==> config.mk <==
export PLATFORM = sky130hd
export DESIGN_NAME = radio_spi_responder
export DESIGN_NICKNAME = d
export VERILOG_FILES = /design/src/rtl/radio_spi_pkg.sv /design/src/rtl/radio_spi_sync.sv /design/src/rtl/radio_spi_responder.sv
export SDC_FILE = /design/constraint.sdc
export NUM_CORES = 1
export LEC_CHECK = 0
export BUFFER_PORTS_ARGS = -buffer_cell sky130_fd_sc_hd__buf_2
export CAP_MARGIN = 40
export CORE_ASPECT_RATIO = 2
export CORE_MARGIN = 3
export CORE_UTILIZATION = 56
export DETAILED_ROUTE_END_ITERATION = 10
export GPL_ROUTABILITY_DRIVEN = 0
export PLACE_DENSITY = 0.76
export SLEW_MARGIN = 0
export SYNTH_ARGS = -nofsm -noshare
export SYNTH_HDL_FRONTEND = slang
export SYNTH_SLANG_ARGS = --single-unit
==> constraint.sdc <==
create_clock -name clk -period 9.1 [get_ports clk]
set_input_delay 1.365 -clock clk [delete_from_list [all_inputs] [get_ports clk]]
set_output_delay 1.365 -clock clk [all_outputs]
set_load 0.05 [all_outputs]
==> src/rtl/radio_spi_pkg.sv <==
// Shared definitions for the radio-board SPI link: field widths,
// FSM state codes and named transceiver register addresses.
package radio_spi_pkg;

  localparam int DEF_DATA_BITS   = 14;
  localparam int DEF_ADDR_BITS   = 4;
  localparam int DEF_WORD_BITS   = DEF_DATA_BITS + DEF_ADDR_BITS;
  localparam int DEF_SYNC_STAGES = 2;

  // Responder FSM state codes
  localparam logic [1:0] ST_IDLE   = 2'd0;
  localparam logic [1:0] ST_SHIFT  = 2'd1;
  localparam logic [1:0] ST_COMMIT = 2'd2;

  // Transceiver register map, shared with the controller-side master
  localparam logic [DEF_ADDR_BITS-1:0] REG_CFG0    = 4'h0;
  localparam logic [DEF_ADDR_BITS-1:0] REG_CFG1    = 4'h1;
  localparam logic [DEF_ADDR_BITS-1:0] REG_PLL_LO  = 4'h2;
  localparam logic [DEF_ADDR_BITS-1:0] REG_PLL_HI  = 4'h3;
  localparam logic [DEF_ADDR_BITS-1:0] REG_TX_GAIN = 4'h4;
  localparam logic [DEF_ADDR_BITS-1:0] REG_RX_GAIN = 4'h5;
  localparam logic [DEF_ADDR_BITS-1:0] REG_FILTER  = 4'h6;
  localparam logic [DEF_ADDR_BITS-1:0] REG_STATUS  = 4'hF;

endpackage

==> src/rtl/radio_spi_sync.sv <==
// N-stage synchronizer with a configurable reset level.
// Ports: clk, reset (async, high), d (async in), q (synchronized out).
module radio_spi_sync #(
  parameter int   STAGES  = 2,
  parameter logic RST_VAL = 1'b0
) (
  input  logic clk,
  input  logic reset,
  input  logic d,
  output logic q
);

  logic [STAGES-1:0] sync_q;
  logic [STAGES-1:0] sync_d;

  always_comb begin
    sync_d = {sync_q[STAGES-2:0], d};
  end

  always_ff @(posedge clk or posedge reset) begin
    if (reset) sync_q <= {STAGES{RST_VAL}};
    else       sync_q <= sync_d;
  end

  assign q = sync_q[STAGES-1];

endmodule

==> src/rtl/radio_spi_responder.sv <==
// Radio-side SPI responder: turns spi_clk/spi_data/spi_cs frames into
// register writes and keeps a shadow copy of every transceiver register.
// Ports: clk, reset (async, high); spi_clk/spi_data/spi_cs (async SPI in);
//   wr_valid/wr_addr/wr_data (commit strobe + fields), frame_err (bad
//   length strobe), busy (frame in progress); rd_addr -> rd_data (comb read).
module radio_spi_responder #(
  parameter int DATA_BITS   = radio_spi_pkg::DEF_DATA_BITS,
  parameter int ADDR_BITS   = radio_spi_pkg::DEF_ADDR_BITS,
  parameter int WORD_BITS   = radio_spi_pkg::DEF_WORD_BITS,
  parameter int SYNC_STAGES = radio_spi_pkg::DEF_SYNC_STAGES
) (
  input  logic                 clk,
  input  logic                 reset,
  input  logic                 spi_clk,
  input  logic                 spi_data,
  input  logic                 spi_cs,
  output logic                 wr_valid,
  output logic [ADDR_BITS-1:0] wr_addr,
  output logic [DATA_BITS-1:0] wr_data,
  output logic                 frame_err,
  output logic                 busy,
  input  logic [ADDR_BITS-1:0] rd_addr,
  output logic [DATA_BITS-1:0] rd_data
);

  import radio_spi_pkg::*;

  localparam int DEPTH    = 2 ** ADDR_BITS;
  localparam int CNT_W    = $clog2(WORD_BITS + 2);
  localparam int SETTLE_W = $clog2(SYNC_STAGES + 1);

  localparam logic [CNT_W-1:0] CNT_FULL = CNT_W'(WORD_BITS);
  localparam logic [CNT_W-1:0] CNT_SAT  = CNT_W'(WORD_BITS + 1);
  localparam logic [SETTLE_W-1:0] SETTLE_DONE = SETTLE_W'(SYNC_STAGES);

  logic clk_s, data_s, cs_s;

  radio_spi_sync #(.STAGES(SYNC_STAGES), .RST_VAL(1'b0)) u_sync_clk (
    .clk(clk), .reset(reset), .d(spi_clk), .q(clk_s)
  );
  radio_spi_sync #(.STAGES(SYNC_STAGES), .RST_VAL(1'b0)) u_sync_data (
    .clk(clk), .reset(reset), .d(spi_data), .q(data_s)
  );
  radio_spi_sync #(.STAGES(SYNC_STAGES), .RST_VAL(1'b1)) u_sync_cs (
    .clk(clk), .reset(reset), .d(spi_cs), .q(cs_s)
  );

  logic                 clk_d_q, clk_d_d;
  logic                 cs_d_q, cs_d_d;
  logic [SETTLE_W-1:0]  settle_q, settle_d;
  logic                 armed_q, armed_d;
  logic [1:0]           state_q, state_d;
  logic [WORD_BITS-1:0] shift_q, shift_d;
  logic [CNT_W-1:0]     cnt_q, cnt_d;
  logic                 wr_valid_q, wr_valid_d;
  logic                 frame_err_q, frame_err_d;
  logic                 busy_q, busy_d;
  logic [ADDR_BITS-1:0] wr_addr_q, wr_addr_d;
  logic [DATA_BITS-1:0] wr_data_q, wr_data_d;
  logic [DATA_BITS-1:0] mem_q [DEPTH];
  logic [DATA_BITS-1:0] mem_d [DEPTH];

  logic clk_rise, cs_fall, cs_rise, start;

  assign clk_rise = clk_s & ~clk_d_q;
  assign cs_fall  = ~cs_s & cs_d_q;
  assign cs_rise  = cs_s & ~cs_d_q;
  // The cs synchronizer resets high, so a cs held low through reset would
  // look like a fresh falling edge. Frames are only accepted once cs has
  // been seen genuinely high after the synchronizer has filled.
  assign start    = cs_fall & armed_q;

  always_comb begin
    clk_d_d  = clk_s;
    cs_d_d   = cs_s;
    settle_d = (settle_q == SETTLE_DONE) ? settle_q
                                         : settle_q + SETTLE_W'(1);
    armed_d  = armed_q | ((settle_q == SETTLE_DONE) & cs_s);
  end

  always_comb begin
    state_d     = state_q;
    shift_d     = shift_q;
    cnt_d       = cnt_q;
    wr_valid_d  = 1'b0;
    frame_err_d = 1'b0;
    wr_addr_d   = wr_addr_q;
    wr_data_d   = wr_data_q;
    mem_d       = mem_q;
    unique case (state_q)
      ST_IDLE: begin
        if (start) begin
          state_d = ST_SHIFT;
          shift_d = '0;
          cnt_d   = '0;
        end
      end
      ST_SHIFT: begin
        if (cs_rise) begin
          state_d = ST_COMMIT;
        end else if (clk_rise) begin
          shift_d = {shift_q[WORD_BITS-2:0], data_s};
          if (cnt_q != CNT_SAT) cnt_d = cnt_q + CNT_W'(1);
        end
      end
      ST_COMMIT: begin
        if (cnt_q == CNT_FULL) begin
          wr_valid_d       = 1'b1;
          wr_data_d        = shift_q[WORD_BITS-1:ADDR_BITS];
          wr_addr_d        = shift_q[ADDR_BITS-1:0];
          mem_d[wr_addr_d] = wr_data_d;
        end else begin
          frame_err_d = 1'b1;
        end
        if (start) begin
          state_d = ST_SHIFT;
          shift_d = '0;
          cnt_d   = '0;
        end else begin
          state_d = ST_IDLE;
        end
      end
      default: state_d = ST_IDLE;
    endcase
    busy_d = (state_d == ST_SHIFT);
  end

  always_ff @(posedge clk or posedge reset) begin
    if (reset) begin
      clk_d_q     <= 1'b0;
      cs_d_q      <= 1'b1;
      settle_q    <= '0;
      armed_q     <= 1'b0;
      state_q     <= ST_IDLE;
      shift_q     <= '0;
      cnt_q       <= '0;
      wr_valid_q  <= 1'b0;
      frame_err_q <= 1'b0;
      busy_q      <= 1'b0;
      wr_addr_q   <= '0;
      wr_data_q   <= '0;
      mem_q       <= '{default: '0};
    end else begin
      clk_d_q     <= clk_d_d;
      cs_d_q      <= cs_d_d;
      settle_q    <= settle_d;
      armed_q     <= armed_d;
      state_q     <= state_d;
      shift_q     <= shift_d;
      cnt_q       <= cnt_d;
      wr_valid_q  <= wr_valid_d;
      frame_err_q <= frame_err_d;
      busy_q      <= busy_d;
      wr_addr_q   <= wr_addr_d;
      wr_data_q   <= wr_data_d;
      mem_q       <= mem_d;
    end
  end

  assign wr_valid  = wr_valid_q;
  assign frame_err = frame_err_q;
  assign busy      = busy_q;
  assign wr_addr   = wr_addr_q;
  assign wr_data   = wr_data_q;
  assign rd_data   = mem_q[rd_addr];

endmodule

# Yosys cells after proc, flatten, opt, wreduce, memory -nomap -nowiden
# Cells that the tools add are included.
# W data, S select, Z words.
# totals
reg_bits	281
inputBits	9
output_inout_bits	35
elab_cells	87
# classes
add_sub_neg	2
magnitude_cmp	3
n_eq_ne	10
muxes	23
bitwise_logic	11
n_reduce_logical	7
# op_table
op	n
$bwmux W224	1
$bmux W14 S4	1
$demux W14 S4	1
$mux W18	3
$mux W14	3
$pmux W18 S2	1
$mux W5	4
$ge A5 B5 Y1 const B	2
$not A4 Y5	2
$pmux W5 S2	1
$ne A2 B2 Y1 const B	3
$pmux W2 S3	1
$add A5 B1 Y5 const B	1
$and A1 B1 Y1	5
$eq A5 B5 Y1 const B	1
$lt A5 B1 Y1 const B	1
$mux W1	5
$ne A5 B5 Y1 const B	1
$reduce_and A5 Y1	1
$eq A2 B1 Y1 const B	2
$eq A2 B2 Y1 const B	2
$mux W2	2
$reduce_and A4 Y1	1
$not A1 Y1	3
8 further kinds	8

# Depth between registers and ports, before layout
# depth
word_depth	6
mapped_depth	9
mapped_depth_nobuf	6

# By module
# Synthesis repeated with hierarchy kept, for this count alone.
# hier_totals
hier_cells	860
area_unflattened_um2	12852.3
# by_module_without_submodules
mod	instances	cells_per_inst	area_per_inst_um2	seq_area_each_um2
radio_spi_responder	1	851	12688.4	6882.9
radio_spi_sync at u_sync_clk ...	2	3	53.8	50.0
radio_spi_sync at u_sync_cs	1	3	56.3	52.6

# Least setup slack after synthesis
# Ideal clock, no wire load.
# synth_path
path_kind	input to output
startpoint	input port rd_addr[0]
endpoint	output port rd_data[10]
arrival_time_ps	2934
required_ps	7735
setup_slack_ps	4801
cell_stages	4
n_path_buf	1
path_cell_list	clkbuf_1 > mux4_2 > a22oi_1 > nand2_1
# synth_via
elab_chain_cells	4
# synth_lines
element	line	source
from (decl)	radio_spi_responder.sv:22	input logic [ADDR_BITS-1:0] rd_addr,
$not A4 Y5 (not written as such)	radio_spi_responder.sv:165	assign rd_data = mem_q[rd_addr];
$bmux W14 S4	radio_spi_responder.sv:165	
$mux W14 (not written as such) (2 in series)	radio_spi_responder.sv:165	
to (decl)	radio_spi_responder.sv:23	output logic [DATA_BITS-1:0] rd_data
# No other way between the ends. The select of a mux whose other input is x is not followed.

# Worst setup path in the final report
# layout_path
startpoint	input port rd_addr[0]
endpoint	output port rd_data[2]
# The elaborated chain is that of the path after synthesis.

==> results.json <==
{
  "drt_iter0_drc": 546,
  "cts_resized": 0,
  "async_reset_ff_share_pct": 100,
  "outcome": "finished, final reports clean",
  "fin_util_pct": 63.7,
  "whs_path_depth": 0,
  "clkLatencyLatePin_ns": 0.54,
  "fmax_mhz": 208,
  "crit_arrival_ns": 3.43,
  "max_cap_viol_count": 0,
  "grt_start_max_net_pins": 198,
  "fin_worst_skew_ns": 0.0217,
  "yosysSeqAreaShare_pct": 56.7,
  "area_delta_synth_final_pct": 11.3,
  "synthTopCellsByArea": "dfrtp_1 56%, mux2_2 20%, mux4_2 10%, a22oi_1 1.7%, o21ai_0 1.6%",
  "via_per_inst": 6.30,
  "critical_path.cell_chain": "buf_4, buf_4, buf_16, mux4_2, a22oi_1, nand2_1, buf_2",
  "dieArea_um2": 24100,
  "cellLeakagePower_nw": 6.88,
  "cp_max_fo": 39,
  "remaining_drc_errors": 0,
  "synthTopCellsByCount": "278 x dfrtp_1, 225 x mux2_2, 56 x mux4_2",
  "synth_edf_count": 0,
  "grt_usage_pct": 24.4,
  "synth_area_per_cell_um2": 14.9,
  "stdcell_area_um2": 13800,
  "worstMarginPinSlew_ns": 1.08,
  "tns_ns": 0,
  "min_from": "u_sync_clk.sync_q[0]$_DFF_PP0_",
  "syn-cell-area_um2": 12400,
  "clock_tree.root_cell": "clkbuf_16",
  "layout-drive-gt1-share_pct": 46.9,
  "cts_tree": "done",
  "cts.sinks": 281,
  "die_w_um": 111,
  "cts_buffer_depth": 3,
  "vias": 7219,
  "place_hpwl_um": 18000,
  "rsz0062_at_grt": "no",
  "routedWlPerCell_um": 24.8,
  "yosysWarnings": 0,
  "final-max-slew-violation-count": 0,
  "htreeDepth": 1,
  "gr-total-overflow": 0,
  "die_y_um": 216,
  "r2r_start": "cnt_q[0]$_DFFE_PP0P_",
  "start_kind": "input pin",
  "power.density_nw_per_um2": 183,
  "ios": 44,
  "cp_slowest_cell": "mux4_2",
  "core_um2": 21700,
  "yosysTopAreaCellShare_pct": 56.1,
  "grt_pass1_wl_um": 45800,
  "firstDrtPassIters": 5,
  "post_cts_buffers": 0,
  "rrSetupSlack_ns": 6.09,
  "critPathRequiredTime_ns": 7.74,
  "initial_core_util_pct": 57.2,
  "slew_headroom_pct": 27.9,
  "hp-class": "flop to flop",
  "hold_viol": 0,
  "post-route-min-period_ns": 4.80,
  "clkTransAtPathRegs_ns": 0.06,
  "routed_wirelength_um": 28400,
  "setup_viol": 0,
  "ant_nets": 0,
  "ir_drop_uv": 138,
  "cts_buffers": 25,
  "yosys.area.top_type": "dfrtp_1",
  "worstSetupPathType": "input pin to primary output",
  "rows": 76,
  "grt_pass1_vias": 8059,
  "yosys_register_bits": 281,
  "synth-main-ff-cell": "dfrtp_1",
  "antenna_found_initial": 0,
  "syn_nets": 845,
  "cts_hold_buffers": 0,
  "max_stage_delay_ns": 0.54,
  "placed_area_um2": 12900,
  "r2r_end": "mem_q[53]$_DFFE_PP0P_",
  "r2r_cells": 6,
  "end_kind": "primary output",
  "cp-startpoint": "rd_addr[0]",
  "hold_path_end": "u_sync_clk.sync_q[1]$_DFF_PP0_",
  "cp_common_cell": "buf_4",
  "syn_inst": 833,
  "antenna_cells": 0,
  "yosysMostFrequentCell": "dfrtp_1",
  "portBuffers": 43,
  "synthDistinctLibCells": 37,
  "num-nets-final": 865,
  "final.period_utilization_pct": 52.7
}
-- area by class of cell --
class | count | area (um2)
Sequential cell | 281 | 7040
Multi-Input combinational cell | 469 | 5010
Timing Repair Buffer | 69 | 514
Fill cell | 1559 | 7880
Inverter | 7 | 30.0
Clock buffer | 36 | 737
Tap cell | 273 | 342
Clock inverter | 10 | 139
-- placed cells by master, fill, tap and decap left out, types with 8 or more instances in the layout --
cell type / netlist / layout
a22oi_1: 28 / 28
buf_2: 24 / 42
buf_4: 1 / 16
clkbuf_16: 0 / 25
dfrtp_1: 278 / 278
mux2_2: 225 / 225
mux2_4: 10 / 10
mux4_2: 56 / 56
nand2_1: 40 / 40
nand4_1: 12 / 12
nor2_1: 8 / 8
nor2b_1: 10 / 9
o21ai_0: 40 / 40
-- worst max-delay path, delay by kind of cell --
kind / cells / cell delay, ns
buffers and inverters: 4 / 1.07
AO/OA/AOI/OAI: 1 / 0.26
AND/OR/NAND/NOR: 1 / 0.15
multiplexers: 1 / 0.54
-- registers in the layout (all words and copies together), names as in the netlist, 2 cells and up --
name and cells:
mem_q 224, shift_q 18, wr_data 14, cnt_q 5, wr_addr 4, settle_q 2, state_q 2, u_sync_clk.sync_q 2
u_sync_cs.sync_q 2, u_sync_data.sync_q 2
-- stage by stage --
step / std cells / total power [mW] / setup slack, ns / hold slack [ns]
2_1_floorplan: 833 / 1.40 / 4.02 / 0.331
3_3_place_gp: 1089 / 1.42 / 3.98 / 0.335
3_5_place_dp: 1099 / 1.44 / 4.26 / 0.336
4_1_cts: 1145 / 2.56 / 4.26 / 0.352
5_1_grt: 1145 / 2.62 / 4.14 / 0.359
6_report: 1145 / 2.53 / 4.30 / 0.348
-- layer usage --
| layer | vias up | routed length, um | global-route usage [%] |
|---|---|---|---|
| met1 | 3883 | 10700 | 29.4 |
| met3 | 61 | 1040 | 3.21 |
| li1 | 3099 | - | - |
| met4 | 0 | 1030 | 9.99 |
| met5 | - | 0 | 0 |
| met2 | 176 | 15600 | 44.1 |
-- how the worst max path moves through the flow --
stage                                   end  slack (ns)  cells past startpoint
after floorplan           armed_q$_DFF_PP0_        4.02                      1
after global placement           rd_data[1]        3.98                      6
after detailed placement         rd_data[1]        4.26                      7
after CTS                        rd_data[1]        4.26                      7
after global routing             rd_data[1]        4.14                      7
final                            rd_data[2]        4.30                      7
-- where the power goes --
| part | switching (mW) | internal (mW) | total (mW) |
|---|---|---|---|
| Sequential | 0.0166 | 1.26 | 1.28 |
| Combinational | 0.101 | 0.0354 | 0.137 |
| Clock | 0.464 | 0.652 | 1.12 |
-- cells by family (layout without fill, tap and decap cells) --
| logic type | count (synthesis) | count (layout) | share of synthesized area [%] |
|---|---|---|---|
| multiplexers | 298 | 298 | 32.4 |
| flip-flops | 281 | 281 | 56.7 |
| AND/OR/NAND/NOR | 90 | 90 | 3.63 |
| buffers and inverters | 83 | 122 | 2.91 |
| AO/OA/AOI/OAI | 77 | 77 | 3.91 |
| adder cells (fa/ha/maj) | 3 | 3 | 0.303 |
| XOR/XNOR | 1 | 1 | 0.0706 |
(Power assumes the default switching activity.)
